===== src/rtl/fifo_stream_drain.sv =====
// -----------------------------------------------------------------------------
// fifo_stream_drain
//
// Drain stage that sits behind a synchronous FIFO with a registered data_out.
// It requests reads only when the FIFO is non-empty and a buffer slot is
// guaranteed. It captures each word one cycle after its read and presents the
// words on a valid/ready stream through a 2-entry buffer. m_last is asserted on
// every FRAME_LEN-th word, and frame_cnt counts completed frames.
//
// Ports
//   clk         clock
//   rst_n       asynchronous active-low reset
//   drain_en    permits new FIFO reads when high
//   fifo_empty  FIFO empty flag
//   fifo_data   FIFO data_out, valid the cycle after an accepted read
//   fifo_rd_en  read request to the FIFO (combinational)
//   m_valid     output word valid
//   m_ready     downstream accept
//   m_data      output word (buffer head)
//   m_last      final word of the current frame
//   frame_cnt   number of completed frames, wraps at 16 bits
//   busy        buffer non-empty or a read in flight
// -----------------------------------------------------------------------------
module fifo_stream_drain #(
    parameter int FIFO_WIDTH = 8,
    parameter int FRAME_LEN  = 4
) (
    input  logic                  clk,
    input  logic                  rst_n,
    input  logic                  drain_en,
    input  logic                  fifo_empty,
    input  logic [FIFO_WIDTH-1:0] fifo_data,
    output logic                  fifo_rd_en,
    output logic                  m_valid,
    input  logic                  m_ready,
    output logic [FIFO_WIDTH-1:0] m_data,
    output logic                  m_last,
    output logic [15:0]           frame_cnt,
    output logic                  busy
);

    localparam int IDX_W = (FRAME_LEN > 1) ? $clog2(FRAME_LEN) : 1;
    localparam logic [IDX_W-1:0] IDX_LAST = IDX_W'(FRAME_LEN - 1);

    logic [FIFO_WIDTH-1:0] buf_reg [2];
    logic [1:0]            occ_reg;
    logic [1:0]            occ_next;
    logic                  inflight_reg;
    logic                  head_reg;
    logic                  tail_reg;
    logic [IDX_W-1:0]      idx_reg;
    logic [15:0]           frame_cnt_reg;
    logic                  pop;
    logic [2:0]            credit;

    assign m_valid = (occ_reg != 2'd0);
    assign pop     = m_valid & m_ready;

    // Slots already committed: words held plus a word still on its way in.
    assign credit = {1'b0, occ_reg} + {2'b00, inflight_reg};

    // A read is allowed when a slot is free now, or when a slot frees this
    // cycle through a pop. The rst_n term holds the request low during reset.
    assign fifo_rd_en = rst_n & drain_en & ~fifo_empty &
                        ((credit < 3'd2) | ((credit == 3'd2) & pop));

    assign m_data    = buf_reg[head_reg];
    assign m_last    = m_valid & (idx_reg == IDX_LAST);
    assign frame_cnt = frame_cnt_reg;
    assign busy      = m_valid | inflight_reg;

    always_comb begin
        occ_next = occ_reg;
        case ({inflight_reg, pop})
            2'b10:   occ_next = occ_reg + 2'd1;
            2'b01:   occ_next = occ_reg - 2'd1;
            default: occ_next = occ_reg;
        endcase
    end

    // The credit rule guarantees the tail slot is free, so capture needs no
    // further qualification.
    always_ff @(posedge clk or negedge rst_n) begin
        if (!rst_n) begin
            for (int i = 0; i < 2; i++) begin
                buf_reg[i] <= '0;
            end
        end else if (inflight_reg) begin
            buf_reg[tail_reg] <= fifo_data;
        end
    end

    always_ff @(posedge clk or negedge rst_n) begin
        if (!rst_n) begin
            occ_reg       <= 2'd0;
            inflight_reg  <= 1'b0;
            head_reg      <= 1'b0;
            tail_reg      <= 1'b0;
            idx_reg       <= '0;
            frame_cnt_reg <= 16'd0;
        end else begin
            occ_reg      <= occ_next;
            inflight_reg <= fifo_rd_en;
            if (inflight_reg) begin
                tail_reg <= ~tail_reg;
            end
            if (pop) begin
                head_reg <= ~head_reg;
                if (idx_reg == IDX_LAST) begin
                    idx_reg       <= '0;
                    frame_cnt_reg <= frame_cnt_reg + 16'd1;
                end else begin
                    idx_reg <= idx_reg + IDX_W'(1);
                end
            end
        end
    end

endmodule


===== config.mk =====
export PLATFORM = sky130hd
export DESIGN_NAME = fifo_stream_drain
export DESIGN_NICKNAME = d
export VERILOG_FILES = /design/src/rtl/fifo_stream_drain.sv
export SDC_FILE = /design/constraint.sdc
export NUM_CORES = 1
export LEC_CHECK = 0
export ABC_AREA = 0
export BUFFER_PORTS_ARGS = -buffer_cell sky130_fd_sc_hd__buf_4
export CORE_AREA = 2 2 86 88
export DETAILED_ROUTE_END_ITERATION = 8
export DIE_AREA = 0 0 88 90
export GPL_TIMING_DRIVEN = 0
export PLACE_DENSITY_LB_ADDON = 0.1
export SYNTH_ARGS = -nofsm -noshare
export SYNTH_HDL_FRONTEND = slang
export SYNTH_SLANG_ARGS = --single-unit

===== constraint.sdc =====
create_clock -name clk -period 2.2 [get_ports clk]
set_clock_uncertainty 0.1 [all_clocks]
set_input_delay 0.22 -clock clk [delete_from_list [all_inputs] [get_ports clk]]
set_output_delay 0.22 -clock clk [all_outputs]
set_load 0.01 [all_outputs]

Word-level counts from Yosys, hierarchy flattened. Index checks and enable logic that the tools add are counted. W data, S select, Z words.

Flip-flop bits (word level): 39. Memories kept: 0. Output and inout bits: 28. Memory bits (read-only): 0. Latch bits: 0. Bits in writable memories: 0. Logic and storage cells: 46.

Equality and inequality tests: 4. Reductions and logical operators: 4. Shift operators: 0. Div/mod/pow operators: 0. Muxes and demuxes: 8. $mul: 0. Order comparisons: 4. $add $sub $neg: 5. Bitwise operators: 13.

Operator list (number): $mux W8 (4); $add A16 B1 Y16 const B (1); $bwmux W16 (1); $demux W8 S1 (1); $and A1 B1 Y1 (6); $add A2 B1 Y2 const B (2); $eq A2 B2 Y1 const B (2); $ge A2 B2 Y1 const B (2); $not A1 Y2 (2); $pmux W2 S2 (1); $reduce_bool A2 Y1 (2); $add A2 B1 Y3 (1); $eq A3 B2 Y1 const B (1); $lt A3 B2 Y1 const B (1); $not A1 Y1 (3); $eq A2 B1 Y1 const B (1); $lt A2 B1 Y1 const B (1); $mux W2 (1); $or A1 B1 Y1 (2); $reduce_and A2 Y1 (1); $sub A2 B1 Y2 const B (1); $logic_and A1 B1 Y1 (1).

Logic depth before layout (Yosys ltp).
Word-level depth: 6. Mapped depth: 7. Gate-level depth less buffers: 7.

Worst setup path after synthesis. No wires, ideal clock.

Path kind: reg2out. Start: reg occ_reg[0]. End: out fifo_rd_en. Cell stages (with the launch flop): 6. Arrival time: 1.350 ns. Data required time: 1.880 ns. Slack: 0.530 ns. Cell sequence: dfrtp_1 ha_1 inv_1 ha_1 a31oi_1 nor3_1.

Cells in the longest elaborated chain, start to end: 5. Elaborated cells on any way between the ends: 8. Classes of those cells: 1 x add/sub; 1 x order compare; 1 x eq/ne; 4 x bitwise; 1 x reduce/logical.

Ends and longest elaborated chain: start: declaration (RTL line 46) `logic [1:0] occ_reg;`; start signal: assignment (RTL line 102) `occ_reg <= occ_next;`; parallel branches: the longest is 3 deep, another holds $add A2 B1 Y3; $or A1 B1 Y1 (*) (RTL line 65) `((credit < 3'd2) | ((credit == 3'd2) & pop));`; $and A1 B1 Y1 (*) (RTL line 64) `assign fifo_rd_en = rst_n & drain_en & ~fifo_empty &`; end: declaration (RTL line 33) `output logic fifo_rd_en,`.

Every way passes the cells marked *.

Worst setup path after layout. Same ends and word-level chain as after synthesis.

==> qor.csv <==
stage;metric;value;unit
logic_synthesis;Cell variety after synth;27;
logic_synthesis;YS warnings;0;
logic_synthesis;syn_nets;156;
logic_synthesis;number of synthesized flops with an enable pin;0;
pwr;switching power share of the total;31.1;%
pwr;Int Power;1920;uW
logic_synthesis;top cells by area, synth;dfrtp_1 (55%), mux2_2 (15%), xnor2_1 (7.8%);
sta;fmax;496;MHz
setup_path;Crit Path Class;reg2out;
setup_path;crit path DAT;1700;ps
logic_synthesis;Commonest cells post-synth;dfrtp_1 (39), mux2_2 (24), xnor2_1 (16);
sta;RSZ-0062 raised after global routing;no;
floorplan;row cnt;31;
pwr;sequential power share;40.6;%
logic_synthesis;Post-Syn Area per Cell;13.1;um^2
floorplan;die height;90;um
layout;diode count;0;
detailed_routing;1st-iter DRT viols;62;
pwr;PwrDens;1190;mW/mm^2
global_routing;GRT Residual Overflow;0;
logic_synthesis;synthesized instance count;137;
place;GPL Wtd Cong;0.765;
floorplan;I/O pin cnt;41;
logic_synthesis;area share of the largest cell type after synthesis;54.5;%
clock_tree;later-pin clock latency in the skew report;290;ps
sta;Max Slew Vio Count;0;
flow_run;maxcap violations;0;
logic_synthesis;most common cell in the netlist;dfrtp_1;
setup_path;Max FO, Critical Path;6;
detailed_routing;routed via count;1184;
detailed_routing;via density per instance;4.14;
logic_synthesis;post-synthesis register bit count;39;
setup_path;CP startpoint kind;flip-flop;
pwr;final total power;2790;uW
detailed_routing;ANT nets after route;0;
pwr;power share of the clock group;22.2;%
clock_tree;clk slew on worst S/H paths;80;ps
pwr;Logic pwr share;37.2;%
sta;final setup TNS;0;ps
logic_synthesis;biggest area consumer among synthesized cells;dfrtp_1;
global_routing;global-route wire length before repair;6530;um
logic_synthesis;Synth async-reset ratio;100;%
detailed_routing;DRC viols;0;
global_routing;total track usage;10.6;%
floorplan;Core Box Area;0.00702;mm^2
sta;Worst Max-Slew Pin Slew;588;ps
clock_tree;CTS sink cnt;39;
global_routing;largest net degree at the start of global routing;41;
floorplan;initial core utilization;25.5;%
clock_tree;H-tree depth;2;
global_routing;initial antenna violation count;0;
clock_tree;clk buf depth;2;
floorplan;die area;0.00792;mm^2
clock_tree;Clock Root Buffer;clkbuf_8;
pwr;Sw Pwr;869;uW
setup_path;CP Capture Type;output pin;
layout;layout cells sized above 1;44.9;%
sta;Final Critical Period;2020;ps
detailed_routing;drt total wl;3710;um
place;Final HPWL DP;2630;um
setup_path;CP required;1880;ps
detailed_routing;WL/cell;13.0;um
setup_path;max incr delay on CP;470;ps
clock_tree;Num CTS Buffers;5;
setup_path;worst-path cell chain;ha_1 -> ha_1 -> nor2_1 -> a31oi_1 -> nor3_2 -> buf_4;
hold_path;min-delay worst type;in2reg;
logic_synthesis;Netlist Area Pre-Place;0.00179;mm^2
layout;area grow syn2layout;31.7;%
layout;Final #Nets;205;
floorplan;die width;88;um
sta;max_slew headroom;60.8;%
clock_tree;Setup Buffers After CTS;0;
outcome;outcome;completed;
global_routing;vias in the first global route;1290;
logic_synthesis;Primary FF master, synth;dfrtp_1;
pwr;Max VDD drop;0.000619;V
logic_synthesis;sequential share of the synthesized area;54.5;%
detailed_routing;drt pass-1 iters;4;
sta;Final setup viols;0;
sta;Tcrit/Tclk final;91.6;%
setup_path;most used cell, CP;ha_1;
place;port bufs;40;
pwr;Pleak;0.00110;uW
clock_tree;CTS tree;done;
setup_path;Worst path slowest cell;dfrtp_2;
sta;Final Hold Fails;0;
-- power by group through the flow --
stage / sequential (uW) / combinational (uW) / clock, uW
finish: 1130 / 1040 / 621
detailed placement: 1150 / 1050 / 0
global route: 1170 / 1160 / 688
floorplan: 1120 / 651 / 0
CTS: 1130 / 1060 / 650
global placement: 1130 / 1030 / 0
-- what timing repair did --
action / CTS / global route
setup endpoints to repair: 0 / 1
resized for setup: 0 / 2
hold buffers: 2 / 0
hold endpoints to repair: 40 / 0
-- layer usage --
layer	vias up	share of wire, %	global-route usage (%)
met5	-	0	0
met4	0	1.3	3.46
met3	4	5.8	4.13
met2	29	47	15.7
met1	584	46	14.3
li1	567	-	-
-- worst paths after layout --
path,startpoint,slack (ps),end,depth (start not counted)
min in group asynchronous,rst_n,340,buf_reg[14],2
setup reg to reg,idx_reg[0],360,frame_cnt[13],5
hold reg to reg,frame_cnt[15],380,frame_cnt[15],1
setup / recovery,occ_reg[0],180,fifo_rd_en,6
max in group asynchronous,rst_n,1270,occ_reg[0],2
hold / removal,fifo_data[7],60,buf_reg[15],2
-- kinds of logic after synthesis --
family / count (synthesis) / synth area share, %
XOR/XNOR: 20 / 9.79
flip-flops: 39 / 54.5
AND/OR/NAND/NOR: 38 / 12.0
adder cells (fa/ha/maj): 6 / 4.20
buffers and inverters: 6 / 1.26
multiplexers: 25 / 15.9
AO/OA/AOI/OAI: 3 / 2.24
-- worst max-delay path: cells and delay by family, from the launching register on --
kind / cells / cell delay [ps]
buf+inv: 1 / 150
compound gates: 1 / 100
fa+ha+maj: 2 / 420
simple gates: 2 / 280
flops: 1 / 470
-- per-stage QoR --
step / std cells / util (%) / hold WS (ps) / area [um^2] / setup WS (ps)
3_3_place_gp: 276 / 31.5 / 128 / 2210 / 408
5_1_grt: 286 / 33.6 / 48.6 / 2360 / 27.9
4_1_cts: 286 / 33.5 / 54.0 / 2350 / 41.1
6_report: 286 / 33.6 / 63.3 / 2360 / 184
2_1_floorplan: 137 / - / -176 / 1790 / 530
3_5_place_dp: 276 / 31.5 / 141 / 2210 / 360
-- cells in the final DEF (no fill, tap or decap), types with 2 or more instances in the layout --
cell type,Yosys,final
buf_4,0,40
dfrtp_1,39,38
mux2_2,24,24
xnor2_1,16,16
nand2_1,11,11
nand3_1,6,6
ha_1,6,6
clkbuf_8,0,6
inv_1,4,4
nor2_1,4,4
xor2_1,4,4
nand4_1,3,3
nor3_2,1,2
nor3_1,3,2
and3_1,2,2
dlygate4sd3_1,0,2
-- area by class of cell --
cell class	count	area, um^2
buffer	1	3.75
tap	99	124
clock buffer	6	82.6
sequential	39	977
inverter	5	18.8
multi-input combinational	92	796
clock inverter	2	35.0
timing repair buffer	42	320
fill	700	4660
(Power assumes the default switching activity.)
